<file path="src/rtl/proj_pkg.sv">
// Shared constants and types for the proj_fm buffer and its window scanner.
package proj_pkg;

    localparam int FM_BUFFER_SIZE            = 64;
    localparam int FM_EXTENDER_FRAG_LEN_BITS = 16;
    localparam int SIGNED_INDICE_LEN         = 8;
    localparam int FM_SCAN_OVERLAP           = 2;
    localparam int FM_SCAN_STRIDE            = 1;

    typedef enum logic [2:0] {
        SCAN_IDLE,
        SCAN_SWAP,
        SCAN_ADDR,
        SCAN_WAIT,
        SCAN_OUT
    } scan_state_e;

endpackage

</file>
<file path="src/rtl/proj_fm_scanner.sv">
// Walks a freshly filled proj_fm buffer in fixed-stride windows, starting OVERLAP
// bits into the previous buffer's tail, and hands each window downstream.
module proj_fm_scanner #(
    parameter int FM_BUFFER_SIZE    = proj_pkg::FM_BUFFER_SIZE,
    parameter int FRAG_LEN          = proj_pkg::FM_EXTENDER_FRAG_LEN_BITS,
    parameter int SIGNED_INDICE_LEN = proj_pkg::SIGNED_INDICE_LEN,
    parameter int OVERLAP           = proj_pkg::FM_SCAN_OVERLAP,
    parameter int STRIDE            = proj_pkg::FM_SCAN_STRIDE
) (
    input  logic                         in_clk,
    input  logic                         in_rst_n,
    input  logic                         in_start,
    output logic                         out_chg_idx,
    output logic [SIGNED_INDICE_LEN-1:0] out_frag_idx,
    input  logic [FRAG_LEN-1:0]          in_frag,
    output logic [FRAG_LEN-1:0]          out_kmer,
    output logic [SIGNED_INDICE_LEN-1:0] out_kmer_pos,
    output logic                         out_kmer_valid,
    input  logic                         in_kmer_ready,
    output logic                         out_last,
    output logic                         out_busy,
    output logic                         out_overrun
);
    import proj_pkg::*;

    localparam int L = SIGNED_INDICE_LEN;
    localparam logic signed [L:0]   LAST_LIMIT = (L+1)'(FM_BUFFER_SIZE - FRAG_LEN);
    localparam logic signed [L:0]   STRIDE_EXT = (L+1)'(STRIDE);
    localparam logic signed [L-1:0] IDX_START  = L'(-OVERLAP);

    scan_state_e state_q, state_d;
    logic signed [L-1:0] idx_q, idx_d;
    logic [FRAG_LEN-1:0] kmer_q, kmer_d;
    logic [L-1:0]        kmer_pos_q, kmer_pos_d;
    logic                overrun_q, overrun_d;

    // One extra bit so idx + STRIDE near the top of the index range cannot wrap.
    logic signed [L:0] idx_step;
    logic              is_last;

    always_comb begin
        idx_step = {idx_q[L-1], idx_q};
        idx_step = idx_step + STRIDE_EXT;
        is_last  = (idx_step > LAST_LIMIT);
    end

    always_comb begin
        state_d    = state_q;
        idx_d      = idx_q;
        kmer_d     = kmer_q;
        kmer_pos_d = kmer_pos_q;
        overrun_d  = overrun_q | (in_start && (state_q != SCAN_IDLE));

        case (state_q)
            SCAN_IDLE: begin
                if (in_start) begin
                    state_d = SCAN_SWAP;
                end
            end
            SCAN_SWAP: begin
                idx_d   = IDX_START;
                state_d = SCAN_ADDR;
            end
            SCAN_ADDR: begin
                state_d = SCAN_WAIT;
            end
            SCAN_WAIT: begin
                kmer_d     = in_frag;
                kmer_pos_d = idx_q;
                state_d    = SCAN_OUT;
            end
            SCAN_OUT: begin
                if (in_kmer_ready) begin
                    if (is_last) begin
                        state_d = SCAN_IDLE;
                    end else begin
                        idx_d   = idx_step[L-1:0];
                        state_d = SCAN_ADDR;
                    end
                end
            end
            default: begin
                state_d = SCAN_IDLE;
            end
        endcase
    end

    always_ff @(posedge in_clk or negedge in_rst_n) begin
        if (!in_rst_n) begin
            state_q    <= SCAN_IDLE;
            idx_q      <= '0;
            kmer_q     <= '0;
            kmer_pos_q <= '0;
            overrun_q  <= 1'b0;
        end else begin
            state_q    <= state_d;
            idx_q      <= idx_d;
            kmer_q     <= kmer_d;
            kmer_pos_q <= kmer_pos_d;
            overrun_q  <= overrun_d;
        end
    end

    always_comb begin
        out_chg_idx    = (state_q == SCAN_SWAP);
        out_busy       = (state_q != SCAN_IDLE);
        out_kmer_valid = (state_q == SCAN_OUT);
        out_last       = (state_q == SCAN_OUT) && is_last;
        out_frag_idx   = '0;
        if ((state_q == SCAN_ADDR) || (state_q == SCAN_WAIT) || (state_q == SCAN_OUT)) begin
            out_frag_idx = idx_q;
        end
        out_kmer       = kmer_q;
        out_kmer_pos   = kmer_pos_q;
        out_overrun    = overrun_q;
    end

endmodule

</file>
<file path="config.mk">
export PLATFORM = sky130hd
export DESIGN_NAME = proj_fm_scanner
export DESIGN_NICKNAME = d
export VERILOG_FILES = /design/src/rtl/proj_pkg.sv /design/src/rtl/proj_fm_scanner.sv
export SDC_FILE = /design/constraint.sdc
export NUM_CORES = 1
export LEC_CHECK = 0
export BUFFER_PORTS_ARGS = -buffer_cell sky130_fd_sc_hd__buf_4
export CORE_ASPECT_RATIO = 1.25
export CORE_MARGIN = 2
export CORE_UTILIZATION = 44
export DETAILED_ROUTE_END_ITERATION = 8
export HOLD_SLACK_MARGIN = 0.15
export PLACE_DENSITY = 0.74
export SYNTH_ARGS = -nofsm -noshare
export SYNTH_HDL_FRONTEND = slang
export SYNTH_SLANG_ARGS = --single-unit
</file>
<file path="constraint.sdc">
create_clock -name in_clk -period 1.9 [get_ports in_clk]
set_clock_uncertainty 0.15 [all_clocks]
set_input_delay 0.095 -clock in_clk [delete_from_list [all_inputs] [get_ports in_clk]]
set_output_delay 0.095 -clock in_clk [all_outputs]
set_load 0.1 [all_outputs]
</file>
# Word-level counts from Yosys, hierarchy flattened

Cells that the tools add are included.

Add/sub/neg operators: 1
Multipliers: 0
Div/mod/pow operators: 0
$lt $le $gt $ge: 1
Equal/unequal tests: 7
Shift operators: 0
Muxes and demuxes: 8
Bitwise logic cells: 1
Reduce and logical (&&, ||, !) cells: 9

Operators with widths:

| kind                  | number |
|---|---|
| $mux W8               | 3 |
| $pmux W8 S2           | 1 |
| $pmux W3 S5           | 1 |
| $add A8 B2 Y9 const B | 1 |
| $gt A9 B7 Y1 const B  | 1 |
| $eq A3 B2 Y1 const B  | 2 |
| $mux W3               | 2 |
| $ne A2 B2 Y1 const B  | 2 |
| $eq A3 B1 Y1 const B  | 1 |
| $eq A3 B3 Y1 const B  | 1 |
| $logic_not A3 Y1      | 1 |
| $reduce_and A3 Y1     | 1 |
| $reduce_bool A3 Y1    | 1 |
| $logic_and A1 B1 Y1   | 2 |
| $logic_or A1 B1 Y1    | 2 |
| $mux W2               | 1 |
| $ne A2 B1 Y1 const B  | 1 |
| $reduce_and A2 Y1     | 1 |
| $reduce_bool A2 Y1    | 1 |
| $or A1 B1 Y1          | 1 |

Register bits: 36
Bits in latches: 0
Bits in writable memories: 0
Bits in read-only memories: 0
Input port bits: 20
Output and inout port bits: 37
Word-level logic and storage cells: 32
Memories: 0

# Longest topological paths before layout

Gate-level depths: netlist of run 1.

Depth in word-level cells: 5
Mapped depth: 8
Gate-level depth less buffers: 7

# Least setup slack after synthesis of run 1

OpenSTA, ideal clock, no wires.

Path kind: reg2reg
From: reg state_q[1]
To: reg idx_q[7]
Setup time: 87 ps
Data arrival time: 3428 ps
Data required time: 1663 ps
Slack: -1765 ps
Cell stages (with the launch flop): 6
Path buffers: 1
Clock period less this slack: 3665 ps
Cell sequence: dfrtp_1 > clkbuf_1 > nor3b_1 > nand2b_1 > o221ai_1 > a22oi_1

Word-level cells in the longest chain between the ends: 3
Elaborated cells on any way between the ends: 7
Those cells by class: eq/ne (4); mux (1); reduce/logical (2)

Ends and longest elaborated chain:

| element                             | line                  | text |
|---|---|---|
| start, declared                     | proj_fm_scanner.sv:31 | `scan_state_e state_q, state_d;` |
| start signal, assigned              | proj_fm_scanner.sv:96 | `state_q <= state_d;` |
| $eq A3 B1 Y1 *                      | -                     |  |
| via out_chg_idx                     | proj_fm_scanner.sv:13 | `output logic out_chg_idx,` |
| $reduce_bool A2 Y1 (no source line) | -                     |  |
| $reduce_and A3 Y1 (no source line)  | -                     |  |
| end signal, assigned                | proj_fm_scanner.sv:97 | `idx_q <= idx_d;` |
| end, declared                       | proj_fm_scanner.sv:32 | `logic signed [L-1:0] idx_q, idx_d;` |

The timed path passes the listed nets; every way through them passes the cells marked *.
A chain may end at the register's enable or synchronous reset.

# Final worst setup path of run 1

From: reg idx_q[1]
To: out out_last

Word-level cells in the longest chain between the ends: 3

Ends and longest elaborated chain:

| element             | line                   | text |
|---|---|---|
| $add A8 B2 Y9       | proj_fm_scanner.sv:43  | `idx_step = idx_step + STRIDE_EXT;` |
| $gt A9 B7 Y1        | proj_fm_scanner.sv:44  | `is_last = (idx_step > LAST_LIMIT);` |
| $logic_and A1 B1 Y1 | proj_fm_scanner.sv:108 | `out_last = (state_q == SCAN_OUT) && is_last;` |
| end, declared       | proj_fm_scanner.sv:20  | `output logic out_last,` |

No other way between the ends.

==> run summary, run 1 <==
The setup slack of the critical path after layout came out at -0.299 ns. Summing the sequential cell areas from Yosys gives 54.2% of the chip area. The run finished, with violations left. The startpoint identified for the worst register-to-register timing path is idx_q[1].

The HPWL after detailed placement came out at 3060 µm. The cell area after placement came out at 2390 µm². The worst pin sits at a relative slew slack of 70.2%. The synthesis-to-layout area growth came out at 71.6%. The antenna diode count came out at 0.

The number of synthesized flops with an enable pin is 0. The post-synthesis instance area is around 1700 µm². The routed design could run at a clock period as short as 2.20 ns.

The met3 demand-to-capacity share in global routing came out at 6.91%. The count of final setup violators came out at 10. For this run the aggregate overflow at the end of global routing stands at 0. The via count of the first global-routing pass is 1655. The global-route wire length before repair is 7540 µm. The final hold slack is 0.144 ns. The most common cell in the synthesized netlist is dfrtp_1.

The count of distinct cell types in the synthesized netlist came out at 39. At the worst endpoint, the arrival time is roughly 2.0 ns. The post-route DRC violation count is 1. The clock latency of the later-clocked register in the worst-skew pair is just under 0.3 ns. The number of flip-flops and latches in the synthesized netlist is 36.

The share of the cycle needed by the critical path after routing is 116%. The max-cap check violation count is 0. Once the floorplan was initialized, standard cells occupied 46.9% of the core. The final hold violation count came out at 0. The critical path startpoint category is a flip-flop.

The total track usage came out at a little under a quarter. After synthesis, the mean cell area works out to 11.7 µm². The largest driver fanout on the critical path is 4.

Cells with a size suffix above 1 make up 58.4% of the layout. The detail-routed net length per standard cell is 16.6 µm. The post-route cell area is approximately 2900 µm².

The maximum number of pins on one net before global-route repair is 37. The final weighted congestion in routability-driven placement came out at between 0.9 and 1. The total number of yosys warnings came out at 0.

The routed wire length is 4710 µm. The via count is 1504. The setup path with the least slack is of type reg -> out.

Data on the critical path is required at its endpoint by 1.65 ns. Yosys attributes the largest share of cell area to dfrtp_1, mux2_2, nor2b_1, nor2_1, nand2_1. Measured along the y axis, the die boundary spans 72.7 µm. The average via count per standard cell is between 5 and 6. Across all register-to-register paths, the minimum setup slack is -0.29 ns. The number of antenna violations at the first check in global routing is 0. The remaining number of nets flagged by the antenna check after routing came out at 0. The die is 59.0 µm wide. The timing-limited maximum frequency is 0.455 GHz. The synthesized design spends more area on one cell type than any other, namely dfrtp_1. The post-synth net total is approximately 160. The placeable core area is 3540 µm². The pin slew with the least headroom to its limit is 0.446 ns.

The most used flip-flop cell after synthesis is dfrtp_1. The number of placed I/O pins is 57. The H-tree was split into 2 levels.

In this run the biggest area consumer among cell types represents roughly 54% of the synthesized area. In this run the worst hold path is classified as in -> async. The endpoint of the worst-slack reg-to-reg timing path is idx_q[1]. Clock-pin slew was measured on the worst setup and hold paths at ~0.070 ns.

The sink count of the clock tree came out at 36. The post-layout net count came out at 265. In the global route stage, met2 resource usage came out at 42.3%. TritonCTS built the clock tree.

The final-layout fill cell count is 223. The number of buffers added by the clock tree synthesis step is 5. The root buffer cell is clkbuf_8. After synthesis, the most frequently instantiated cells are dfrtp_1, mux2_2, nor2_1. The total count of max-transition violations in the final report was 0. The met1 routing resource usage after global routing is 24.9%. The synthesized netlist cell count came out at 142. During placement, the flow inserted port buffers numbering 56.

Setup repair after global routing could not meet its margin everywhere. The die area came out at ~4300 µm². The final reports fail on DRC, setup timing. After synthesis, the share of flip-flops with an asynchronous set or reset is between 90% and 100%. The iteration-0 DRC count of the detailed router is 41. The critical path endpoint category is a primary output. The floorplan has 24 rows. The cell depth of the worst flop-to-flop path is 8. The layer flagged by global routing as most heavily used is met2.

Counting along the longest clock path gives a buffer depth of 2. The first TritonRoute pass finished after 6 iterations.
-- what timing repair did --
action,4_1_cts,5_1_grt
resized for setup,9,19
endpoints found under the setup margin,18,18
pin swaps,3,4
buffers inserted,5,1
hold buffers,19,0
hold endpoints to repair,60,0
-- metal layers --
layer | wire [µm] | up-vias | share of wire (%)
met4 | 121 | 0 | 2.6
li1 | - | 713 | -
met2 | 2560 | 52 | 54
met3 | 258 | 12 | 5.5
met5 | 0 | - | 0
met1 | 1770 | 727 | 38
-- placed cells by master (no fill, tap or decap), types with 2 or more instances in the layout --
cell type	netlist	final
buf_8	0	4
a211oi_1	4	4
and3_1	2	2
o21ai_0	5	3
mux2_2	22	22
nand2_1	10	9
o21ai_1	0	2
nor2_4	0	4
mux2i_1	2	2
inv_1	3	2
clkinvlp_4	0	3
dfrtp_1	36	36
nor2b_4	0	7
nor3_1	3	2
buf_4	2	72
and2_4	1	2
buf_12	0	3
clkbuf_8	0	6
buf_6	1	4
nor2_1	11	7
dlygate4sd3_1	0	19
nand4_1	3	3
-- area by class of cell --
type	count	area [µm²]	share of cell area, %
multi-input combinational	95	890	31.2
timing repair buffer	102	896	31.4
clock inverter	2	15.0	0.527
sequential	36	901	31.6
clock buffer	6	82.6	2.90
inverter	4	18.8	0.658
tap	39	48.8	1.71
-- sequential cells by signal, summed over array words and instances, names as in the netlist --
name and count:
out_kmer_pos 8, state_q 3, out_kmer 16, idx_q 8, out_overrun 1
-- per-stage QoR --
step	setup TNS, ns	setup slack (ns)	utilization [%]	std cells
after global placement	-0.932	-0.138	67.5	252
after CTS	-2.35	-0.346	78.0	284
after global routing	-3.17	-0.367	80.5	284
after detailed placement	-1.69	-0.231	67.5	252
final	-2.37	-0.299	80.5	284
after floorplan	-4.77	-0.345	-	142
-- cell families after synthesis --
family                     after synthesis  share of synthesized area, %
muxes                                   24                          16.1
buffers and inverters                   11                          3.46
adders and majority gates                1                         0.753
xor gates and xnor gates                 2                          1.05
AOI/OAI and AO/OA                       22                          9.71
and+or+nand+nor                         46                          14.7
DFF                                     36                          54.2
-- critical path: stages (launching register included) --
cell and delay (ns):
dfrtp_1 0.41, buf_6 0.13, nand4_1 0.15, or3_1 0.37, a2bb2oi_2 0.18, o31ai_4 0.12, nor2_4 0.13, buf_12 0.18
-- how the worst max path moves through the flow --
stage                     cells after the start               to  startpoint  slack [ns]
after detailed placement                      8         idx_q[7]    idx_q[1]       -0.23
final                                         7         out_last    idx_q[1]       -0.30
after global routing                          8         idx_q[5]    idx_q[1]       -0.37
after floorplan                               6  out_frag_idx[4]  state_q[1]       -0.35
after global placement                        8         idx_q[7]    idx_q[0]       -0.14
after CTS                                     8         out_last    idx_q[0]       -0.35
Power of run 1 is left out: the tool's default activity adds up to more than one toggle a clock period on the data nets, which glitch-free logic cannot reach.
==> run 2: changes to the inputs <==
--- a/config.mk
+++ b/config.mk
@@ -7,9 +7,9 @@
 export LEC_CHECK = 0
-export BUFFER_PORTS_ARGS = -buffer_cell sky130_fd_sc_hd__buf_4
 export CORE_ASPECT_RATIO = 1.25
 export CORE_MARGIN = 2
-export CORE_UTILIZATION = 44
+export CORE_UTILIZATION = 55
 export DETAILED_ROUTE_END_ITERATION = 8
+export DONT_BUFFER_PORTS = 1
 export HOLD_SLACK_MARGIN = 0.15
-export PLACE_DENSITY = 0.74
+export PLACE_DENSITY = 0.73
 export SYNTH_ARGS = -nofsm -noshare
==> constraint.sdc (replaced) <==
create_clock -name in_clk -period 1.9 [get_ports in_clk]
set_clock_uncertainty 0.15 [all_clocks]
set_input_delay 0.19 -clock in_clk [delete_from_list [all_inputs] [get_ports in_clk]]
set_output_delay 0.19 -clock in_clk [all_outputs]
set_load 0.1 [all_outputs]
==> run 2 against run 1 <==
Against the previous run: the run now fails in global routing; area after synthesis is the same; synthesized cell count is the same.
==> run summary, run 2 <==
The number of synthesized flops with an enable pin came out at 0 (unchanged). The cell area after placement came out at 2350 µm² (-1.5%). The root buffer cell chosen for the clock tree is clkbuf_4. After the last repair the worst path ends at a top-level output. The number of buffers on the longest clock path is 2 (unchanged). The run stopped with a tool error.

The sink count of the clock tree came out at 36 (unchanged). The HPWL after detailed placement is 3210 µm (+4.7%). The post-synthesis area per instance is 11.7 µm² (unchanged). The initial core utilization is 56.9% (+10 points). When the last timing repair stopped, the worst path ended at out_last. The post-synth net total is 163 (unchanged). The final weighted congestion in routability-driven placement came to 0.846 (-6.0%). The die height is 65.5 µm (-10%). In the synthesized netlist, the cells that appear most often are dfrtp_1, mux2_2, nor2_1.

Of all cell types, the one taking the most synthesized area is dfrtp_1. The count of distinct cell types in the synthesized netlist is 39 (unchanged). The maximum number of pins on one net before global-route repair is 37. By area the synthesized netlist is led by dfrtp_1, mux2_2, nor2b_1, nor2_1, nand2_1.

The stopping stage is global routing. The total number of yosys warnings came to 0 (unchanged). The port buffer count is 0 (-100%). The standard-cell row count is 22 (-8.3%). The synthesized netlist cell count is 142 (unchanged). The number of placed I/O pins is 57 (unchanged). The first error in the log reads "[ERROR DPL-0038] Utilization greater than 100%, impossible to legalize". The fraction of registers with async set or reset after synthesis is 100% (unchanged). Among all cell types in the netlist, the one instantiated most often is dfrtp_1.

The share of the synthesized area in the top cell type is 54.2% (unchanged). The share of the yosys chip area belonging to registers came out at 54.2% (unchanged). The post-synthesis instance area is 1660 µm² (unchanged). For this run, the leading register cell type out of synthesis is dfrtp_1. The number of H-tree levels came out at 2 (unchanged). The number of buffers added by the clock tree synthesis step came out at 5 (unchanged).

The die width is 53.2 µm (-9.8%). The post-place setup slack came out at -0.250 ns (-0.0191 ns). The number of flip-flops and latches in the synthesized netlist came out at 36 (unchanged).
## run 2: cell counts after synthesis
No cell type changed its count.
## run 2: logic make-up after synthesis
group / after synthesis / synth area share (%)
xor+xnor: 2 / 1.05
mux: 24 / 16.1
compound gates: 22 / 9.71
simple gates: 46 / 14.7
fa+ha+maj: 1 / 0.753
buf+inv: 11 / 3.46
flops: 36 / 54.2
## run 2: per-stage QoR
stage / hold WS [ns] / cells
after floorplan: -0.256 / 142
after global placement: -0.255 / 228
after detailed placement: -0.255 / 228
after CTS: 0.358 / 265
## run 2: timing repair
item | CTS
hold endpoints to repair | 63
setup endpoints to repair | 18
pin swaps | 7
buffers inserted | 8
hold buffers | 21
gates resized for setup | 8
==> run 3: changes to the inputs <==
CORE_ASPECT_RATIO = unset   (was 1.25)
CORE_UTILIZATION = 40   (was 55)
HOLD_SLACK_MARGIN = unset   (was 0.15)
PLACE_DENSITY = unset   (was 0.73)
PLACE_DENSITY_LB_ADDON = 0.15   (was unset)
clock period = 2.5 ns   (was 1.9 ns; I/O delays follow)
==> run 3 against run 2 <==
Against the previous run: the flow now finishes without violations.
==> run summary, run 3 (synthesized netlist as in run 1, its figures left out) <==
The run finished with clean final reports. The number of H-tree levels came out at 2 (unchanged). The via count of the first global-routing pass came out at approximately 1300. The final total negative setup slack came out at 0 ns. The via count came out at between 1000 and 1500. The post-layout net count came out at 203. The pin slew with the least headroom to its limit came out at 0.918 ns. STA classifies the critical path endpoint as a primary output.

The post-place setup slack came to 0.213 ns (+0.464 ns). The initial core utilization is 41.5% (-15 points). The HPWL after detailed placement was 2730 µm (-15%). The max-cap check violation count came out at 0. The first-pass iteration count of the detailed router came out at 4. The standard-cell row count is 23 (+4.5%). TritonCTS built the clock tree.

The core region is 4000 µm². The die height is 68.5 µm (+4.6%). The signal on the critical path passes through nor2_1 -> nand2_2 -> clkinvlp_4 -> a21oi_4 -> buf_4 -> nor2b_4 -> buf_12.

The cell depth of the worst flop-to-flop path came out at 8. The total count of max-transition violations in the final report is 0. Dividing the final minimum period by the clock period gives 96.4%. Setup repair after global routing left no endpoint under its margin. The post-route DRC violation count came out at 0. After clock tree synthesis, the clock-pin slew on the worst setup and hold paths is around 0.080 ns.

The number of antenna violations at the first check in global routing is 0. In the layout the commonest cells are dfrtp_1, mux2_2, dlygate4sd3_1. The die width is 68.5 µm (+29%).

The total overflow reported by the global router is 0. The worst setup path is launched from a flip-flop. The number of placed I/O pins came to 57 (unchanged).

The timing-limited maximum frequency is 0.415 GHz. The hold-critical path depth came out at 2. The worst pin sits at a relative slew slack of 38.8%. The remaining number of nets flagged by the antenna check after routing came out at 0.

In this run, the number of DRC markers left after iteration 0 of detailed routing was 71. The critical path is of the reg -> out type. The final weighted congestion in routability-driven placement is 0.855 (+1.1%). The largest single stage delay on the critical path is 0.43 ns.

Across all setup checks in the final design, the least slack found is 0.0894 ns. The final hold violation count was 0. The detail-routed net length per standard cell came out at 17.1 µm. Setup violations remaining at the end of the flow were counted as 0.

The synthesis-to-layout area growth came out at 42.9%. The data required time of the worst path came out at 2.10 ns. The flip-flop count of the largest register after layout is 16. The antenna diode count is 0. The die area came out at around 4700 µm². The maximum number of pins on one net before global-route repair came out at 37. The clock latency of the later-clocked register in the worst-skew pair is 0.29 ns. The sink count of the clock tree is 36 (unchanged).

The post-route netlist has 41.5% of its cells at a drive strength greater than 1. The average via count per standard cell is 5.28. Leaving out fill and tap cells, the most frequent cell in the layout is dfrtp_1. The port buffer count is 0 (unchanged).

The number of buffers on the longest clock path came out at 2 (unchanged). The type of the most critical hold path is in -> reg. The global-route wire length before repair came out at 6530 µm. The minimum clock period came out at between 2 and 2.5 ns. The routed wire length came out at 3980 µm.

STA puts the critical path data arrival time at 2.01 ns. For this design, the slowest cell found on the critical path is dfrtp_1. The total track usage is 19.1%.

The number of buffers added by the clock tree synthesis step came to 5 (unchanged). The largest driver fanout on the critical path is 9. The final cell utilization of the core came out at 59.4%. The tree is rooted in a clkbuf_8.
[run 3: worst paths after layout]
check | startpoint | to | slack [ns]
setup / recovery | state_q[0] | out_frag_idx[6] | 0.09
hold / removal | in_kmer_ready | idx_q[4] | 0.006
setup reg to reg | idx_q[1] | idx_q[6] | 0.23
hold reg to reg | state_q[0] | state_q[0] | 0.39
max in group asynchronous | in_rst_n | idx_q[2] | 1.76
min in group asynchronous | in_rst_n | idx_q[7] | 0.26
[run 3: worst max-delay path: cells and delay by family, from the launching register on]
kind | cells | cell delay, ns
buf+inv | 3 | 0.66
flops | 1 | 0.43
simple gates | 3 | 0.36
compound gates | 1 | 0.25
[run 3: layout make-up]
type	instances	area, µm²
Multi-Input combinational cell	95	823
Clock inverter	3	23.8
Inverter	4	18.8
Sequential cell	36	905
Timing Repair Buffer	40	473
Clock buffer	5	68.8
Fill cell	322	1630
Tap cell	50	62.6
[run 3: through the flow]
step / area [µm²] / instances / hold WS (ns)
finish: 2370 / 233 / 0.00564
global route: 2370 / 233 / 0.0232
global placement: 2030 / 204 / -0.195
floorplan: 1770 / 142 / -0.196
CTS: 2350 / 234 / 0.0111
detailed placement: 2030 / 204 / -0.195
[run 3: repair_timing]
action | in CTS | in global routing
endpoints found under the hold margin | 55 | 0
hold buffers | 20 | 0
pin swaps | 0 | 2
endpoints found under the setup margin | 1 | 4
gates resized for setup | 0 | 9
setup buffers | 2 | 0
[run 3: metal layers]
layer / vias to the layer above / global-route usage, % / part of all wire, %
li1: 577 / - / -
met2: 44 / 33.1 / 52
met5: - / 0 / 0
met1: 602 / 22.2 / 40
met4: 0 / 7.25 / 1.6
met3: 8 / 5.43 / 5.8
Power of run 3 is left out for the same reason.
